<file path="config.mk">
export PLATFORM = sky130hd
export DESIGN_NAME = fa_nbit_ripple_reg
export DESIGN_NICKNAME = d
export VERILOG_FILES = /design/src/rtl/fa_nbit_ripple_reg.sv
export SDC_FILE = /design/constraint.sdc
export NUM_CORES = 1
export LEC_CHECK = 0
export CELL_PAD_IN_SITES_DETAIL_PLACEMENT = 1
export CELL_PAD_IN_SITES_GLOBAL_PLACEMENT = 1
export CORE_AREA = 2 2 39 41
export CTS_CLUSTER_DIAMETER = 150
export CTS_CLUSTER_SIZE = 14
export DETAILED_ROUTE_END_ITERATION = 6
export DIE_AREA = 0 0 41 43
export GPL_ROUTABILITY_DRIVEN = 0
export PLACE_DENSITY_LB_ADDON = 0.1
export SYNTH_ARGS = -nofsm -noshare
export SYNTH_HDL_FRONTEND = slang
export SYNTH_SLANG_ARGS = --single-unit
</file>
<file path="constraint.sdc">
create_clock -name clk -period 1.36 [get_ports clk]
set_input_delay 0.272 -clock clk [delete_from_list [all_inputs] [get_ports clk]]
set_output_delay 0.272 -clock clk [all_outputs]
set_load 0.02 [all_outputs]
</file>
<file path="src/rtl/fa_nbit_ripple_reg.sv">
`default_nettype none
// ============================================================================
// Module      : fa_nbit_ripple_reg (with leaf cell fa_cell)
// Description : N-bit ripple-carry adder built from a chain of N 1-bit
//               full-adder cells, followed by a registered output stage.
//               Computes {Cout,Sum} = in1 + in2 + Cin (unsigned, no
//               saturation; overflow is visible only through Cout).
//
// Ports (fa_nbit_ripple_reg)
//   clk        in   1  rising-edge clock
//   rst        in   1  asynchronous, active-high reset
//   Sum        out  N  registered sum
//   Cout       out  1  registered carry out of the last cell
//   in1        in   N  operand A (unsigned)
//   in2        in   N  operand B (unsigned)
//   Cin        in   1  carry into cell 0
//   in_valid   in   1  qualifies in1/in2/Cin for capture on this edge
//   out_valid  out  1  high for one cycle per captured result
//
// Ports (fa_cell)
//   a_i, b_i, c_i  in   1  addend bits and carry in
//   s_o            out  1  sum bit      = a ^ b ^ c
//   c_o            out  1  carry out    = majority(a, b, c)
//
// Revision    : 1.0 - initial release
// ============================================================================

module fa_cell (
  input  logic a_i,
  input  logic b_i,
  input  logic c_i,
  output logic s_o,
  output logic c_o
);

  logic w_prop;

  // Propagate term is shared between the sum and the carry expressions.
  assign w_prop = a_i ^ b_i;
  assign s_o    = w_prop ^ c_i;
  assign c_o    = (a_i & b_i) | (c_i & w_prop);

endmodule

module fa_nbit_ripple_reg #(
  parameter int N = 4
) (
  input  logic         clk,
  input  logic         rst,
  output logic [N-1:0] Sum,
  output logic         Cout,
  input  logic [N-1:0] in1,
  input  logic [N-1:0] in2,
  input  logic         Cin,
  input  logic         in_valid,
  output logic         out_valid
);

  // --------------------------------------------------------------------------
  // Combinational ripple-carry core
  // --------------------------------------------------------------------------
  logic [N:0]   w_carry;   // w_carry[i] is the carry into cell i
  logic [N-1:0] w_sum;
  logic         w_raw_cout;

  assign w_carry[0] = Cin;

  generate
    for (genvar gi = 0; gi < N; gi++) begin : g_cell
      fa_cell u_fa (
        .a_i (in1[gi]),
        .b_i (in2[gi]),
        .c_i (w_carry[gi]),
        .s_o (w_sum[gi]),
        .c_o (w_carry[gi+1])
      );
    end
  endgenerate

  assign w_raw_cout = w_carry[N];

  // --------------------------------------------------------------------------
  // Output register stage
  // --------------------------------------------------------------------------
  logic [N-1:0] sum_q,  sum_d;
  logic         cout_q, cout_d;
  logic         valid_q, valid_d;

  // Data registers load only on a qualified cycle; otherwise they hold, so
  // unknown operands presented while in_valid=0 never reach the outputs.
  always_comb begin
    sum_d   = sum_q;
    cout_d  = cout_q;
    valid_d = 1'b0;
    if (in_valid) begin
      sum_d   = w_sum;
      cout_d  = w_raw_cout;
      valid_d = 1'b1;
    end
  end

  // Reset acts immediately and discards any result about to be captured.
  always_ff @(posedge clk or posedge rst) begin
    if (rst) begin
      sum_q   <= '0;
      cout_q  <= 1'b0;
      valid_q <= 1'b0;
    end else begin
      sum_q   <= sum_d;
      cout_q  <= cout_d;
      valid_q <= valid_d;
    end
  end

  assign Sum       = sum_q;
  assign Cout      = cout_q;
  assign out_valid = valid_q;

endmodule
`default_nettype wire

</file>
==> out/results.tsv, run 1 <==
metric	value	unit
cts_buffers	3	
drc	0	
dr.pass1.iters	1	
clk_pin_slew	50	ps
synthCells	27	
grt_pass1_wl	1.37	mm
maxCapViolCount	0	
crit_fanout	1	
initial_core_util	0.241	
grt_util_met2	0.181	
powerDensity	1050	nW/um^2
drive_above_1_share	0.383	
layout_common_cells	dlygate4sd2_1 (8), dfrtp_1 (6), clkdlybuf4s50_1 (6)	
final.period_utilization	1.27	
antenna_found_initial	0	
clock_path_buffers	2	
p_sw	179	uW
hold_ws	237	ps
rows	14	
wl_per_cell	12.1	microns
relSlewSlack	0.828	
worstPathRequired	1530	ps
fin_skew	0	ps
leakage	0.000273	uW
cp.arrival	1900	ps
first_global_vias	285	
die_area	1760	sq um
clock_latency	250	ps
placed_cells	60	
critPathKind	input pin to register	
die_w	41	microns
final_util	0.407	
cp-start-kind	input pin	
reg2reg_depth	1	
hold_buffers	0	
crit_path_start	in1[0]	
synth_area_per_cell	12.3	sq um
final_antenna_net_count	0	
viasPerCell	4.14	
areaGrowthSynthToFinish	69.2	%
finalWorstSetupSlack	-370	ps
grt_util_met3	0.0733	
post-cts-setup-buffers	0	
crit_end	Sum[3]	
syn-num-nets	43	
finalPower	589	uW
ir_worst_vdd	0.000376	V
ys_ff_latch	6	
hpwlAfterDp	666	microns
vias	261	
antennaDiodeCount	0	
busiest_layer	met2	
boundaryPins	18	
worst_pin_slew	257	ps
wl	760	microns
fmax	578	MHz
fin_cells	63	
clockRootBuffer	clkbuf_4	
p_seq_frac	0.379	
gr-total-overflow	0	
initialDrtViolationCount	0	
syn-cell-area	333	sq um
clkPwrFrac	0.285	
worstReg2RegEnd	Sum[2]	
yosysWarnings	0	
p_sw_frac	0.303	
cts_sinks	6	
status	complete, but fails checks	
grt_max_degree	7	
cts_max_level	1	
min_period	1730	ps
hold_path_class	input pin to asynchronous set/reset pin	
rrSetupSlack	600	ps
violations	negative setup slack	
die_height	43	microns
grt_usage	0.128	
finalSetupViolCount	4	
rsz0062_at_grt	true	
p_int	411	uW
port_buffers	17	
yosysSeqAreaShare	0.451	
mostFrequentLayoutCell	dlygate4sd2_1	
yosysUniqueCellTypes	8	
core_area	1380	sq um
end_kind	register	
nNetsFinal	65	
timing.rr.start	Sum[2]	
hold_viol	0	
combinationalPowerShare	0.336	
setup-tns-final	-813	ps
cts_tree	built	
slew_viol_final	0	
grt.met1_usage	0.131	
-- layer usage --
| layer | wire, microns | share of wire |
|---|---|---|
| met5 | 0 | 0 |
| met4 | 0 | 0 |
| met3 | 65 | 0.086 |
| met2 | 437 | 0.58 |
| met1 | 257 | 0.34 |
-- sequential cells by signal (all words and copies together), names as in the netlist --
signal,flops
Sum,4
out_valid,1
Cout,1
-- critical path: stages --
cell and delay [ps]:
buf_8 110, clkinv_8 30, fa_2 190, inv_2 40
fa_2 330, fa_2 340, inv_2 60, fa_1 420
a21oi_2 120
-- worst min path at each step --
| stage | depth (start not counted) | start | slack [ps] | to |
|---|---|---|---|---|
| after global placement | 2 | rst | 500 | out_valid |
| final | 2 | rst | 240 | Sum[1] |
| after CTS | 2 | rst | 240 | Sum[1] |
| after detailed placement | 2 | rst | 510 | Sum[3] |
| after floorplan | 1 | rst | 60 | Cout |
| after global routing | 2 | rst | 290 | Sum[1] |
-- repair_timing --
action	CTS	global route
setup endpoints to repair	11	4
pin swaps	5	4
resized for setup	26	2
-- kinds of logic after synthesis --
group	after synthesis	share of synthesized area
multiplexers	3	0.120
buffers and inverters	10	0.135
flip-flops	6	0.451
AO/OA/AOI/OAI	2	0.0301
adder cells (fa/ha/maj)	4	0.241
AND/OR/NAND/NOR	2	0.0226
-- metrics by stage --
stage                     setup WS (ps)  cell area, sq um
after global routing               -409               563
final                              -370               563
after global placement            -1050               534
after detailed placement          -1100               534
after floorplan                    -470               348
after CTS                          -461               554
-- layout make-up --
cell class                      count  area (sq um)
Clock buffer                        3          22.5
Fill cell                         161           821
Inverter                            9          46.3
Multi-Input combinational cell     11           149
Sequential cell                     6           150
Tap cell                           16          20.0
Timing Repair Buffer               18           175
-- cell usage after synthesis --
cell,n,area share
mux2i_1,1,0.030
dfrtp_1,6,0.45
mux2_4,2,0.090
nor2_1,2,0.023
fa_1,4,0.24
inv_1,9,0.10
buf_6,1,0.034
a21oi_1,2,0.030
-- power by group through the flow --
stage / clock network [uW] / logic (uW) / registers [uW]
floorplan: 0 / 67.3 / 263
CTS: 177 / 201 / 224
global route: 194 / 220 / 228
detailed placement: 0 / 219 / 228
global placement: 0 / 212 / 226
finish: 168 / 198 / 223
(Power assumes the default switching activity.)
==> run 2: changes to the inputs <==
- ABC_AREA: not set -> 0
- ABC_CLOCK_PERIOD_IN_PS: not set -> 1360
==> results of run 2 <==
Same layout as run 1: the final DEF is identical, and so are final timing and power.
==> RTL change, RTL diff (flow settings as in run 1) <==
Change the parameter `N` from 4 to 5.
--- a/src/rtl/fa_nbit_ripple_reg.sv
+++ b/src/rtl/fa_nbit_ripple_reg.sv
@@ -43,7 +43,7 @@
 endmodule
 
 module fa_nbit_ripple_reg #(
-  parameter int N = 4
+  parameter int N = 5
 ) (
   input  logic         clk,
   input  logic         rst,
Ports: changed (resized Sum, in1 and in2); port bits go from 18 to 21. The function was not compared with the original's and may differ.
==> RTL change against run 1 <==
The run still ends with negative setup slack left. Wire length up 9.3%. Global-route usage down 0.24 points. Final area up 18%. Clock skew unchanged. Largest cell class unchanged. Sequential cell count up 1. Total power up 19%. Core utilization up 7.4 points. Setup slack worse by 0.38 ns. Non-clock buffer count up 4. Critical path type unchanged. Area after synthesis up 17%.
==> RTL change: results <==
metrics = {
    "run_status": {
        "status": "finished, violations left",
        "violations": "negative setup slack",
    },
    "route": {
        "avgViaCountPerCell": 4.15,
        "first_pass_iters": 2,
        "wl_per_cell_um": 11.7,
        "drt_wl_total_um": 831,
        "drt_iter0_drc": 1,
    },
    "timing": {
        "setup_tns_ns": -1.95,
        "hold-worst-slack_ns": 0.250,
        "worst_slack_ns": -0.747,
        "finalSetupViolCount": 5,
        "max_slew_margin_pct": 82.5,
        "skew_ns": 0,
    },
    "cts": {
        "clock_path_buffers": 2,
        "cts_resized": 27,
        "clkTransAtPathRegs_ns": 0.05,
        "numCtsBuffers": 3,
        "cts-root-buf": "clkbuf_4",
    },
    "grt": {
        "grt_pass1_wl_um": 1280,
        "grt_overflow": 0,
        "grt_pass1_vias": 322,
        "grt_max_degree": 8,
        "grt_usage_pct": 12.6,
    },
    "synthesis": {
        "avgSynthCellArea_um2": 12.9,
        "synth_compound_area_share_pct": 3.87,
        "synthAdderAreaFrac_pct": 25.8,
        "synth_xor_xnor_area_share_pct": 0,
        "synthMuxAreaShare_pct": 11.6,
        "synth.top_cells.by_count": "inv_1 (8), dfrtp_1 (7), fa_1 (5)",
        "post_synth_num_cell_types": 7,
        "synth_area_leaders": "dfrtp_1 (45%), fa_1 (26%), mux2_4 (12%), inv_1 (7.7%), a21oi_1 (3.9%)",
        "synth_nets": 49,
        "yosysWarningCount": 0,
        "yosysSeqAreaShare_pct": 45.2,
    },
    "placement": {
        "hpwl_um": 726,
        "dp_slack_ns": -1.52,
        "dpl_cell_area_um2": 639,
        "io_buffers": 20,
        "dp.cells": 67,
    },
    "final_layout": {
        "drive_gt1_share_pct": 38.2,
        "fin_nets": 75,
        "fill_cells": 155,
        "largest_reg_flops": 5,
        "n_antenna_cell": 0,
    },
    "worst_hold_path": {
        "worst_hold_path_type": "in -> async",
    },
    "critical_path": {
        "reg2regPathDepth": 1,
        "cpPeakStageDelay_ns": 0.42,
        "crit_arrival_ns": 2.29,
        "r2r_end": "Sum[3]$_DFFE_PP0P_",
        "crit_path_top_delay_cell": "fa_1",
        "ff2ff_setup_slack_ns": 0.60,
        "r2r_start": "Sum[3]$_DFFE_PP0P_",
        "critPathCapture": "Sum[4]$_DFFE_PP0P_",
        "crit_start": "in1[0]",
    },
    "power": {
        "sequentialPowerShare_pct": 37.7,
        "power.internal_uw": 487,
        "leakagePower_nw": 0.310,
        "comb_cell_power_uw": 249,
        "pwr-share-clk_pct": 26.8,
        "vdd.ir_drop.worst_mv": 0.389,
    },
}
RTL change: cell count changes after synthesis:
cell / before / now
dfrtp_1: 6 / 7
nor2_1: 2 / 3
inv_1: 9 / 8
a21oi_1: 2 / 3
fa_1: 4 / 5
mux2i_1: 1 / 0
mux2_4: 2 / 3
RTL change: routing by layer:
metal | global-route usage (%) | wire [um]
met1 | 11.3 | 280
met2 | 18.8 | 460
met3 | 3.14 | 68
met4 | 16.0 | 21
met5 | 0 | 0
RTL change: final cells by class:
class	instances	area (um^2)	share of cell area [%]
Clock buffer	4	26.3	3.95
Multi-Input combinational cell	14	185	27.8
Tap cell	16	20.0	3.01
Timing Repair Buffer	22	211	31.8
Inverter	8	47.5	7.14
Sequential cell	7	175	26.3
RTL change: logic make-up after synthesis:
group,after synthesis
DFF,7
AOI/OAI and AO/OA,3
muxes,3
and+or+nand+nor,3
buffers and inverters,9
adders and majority gates,5
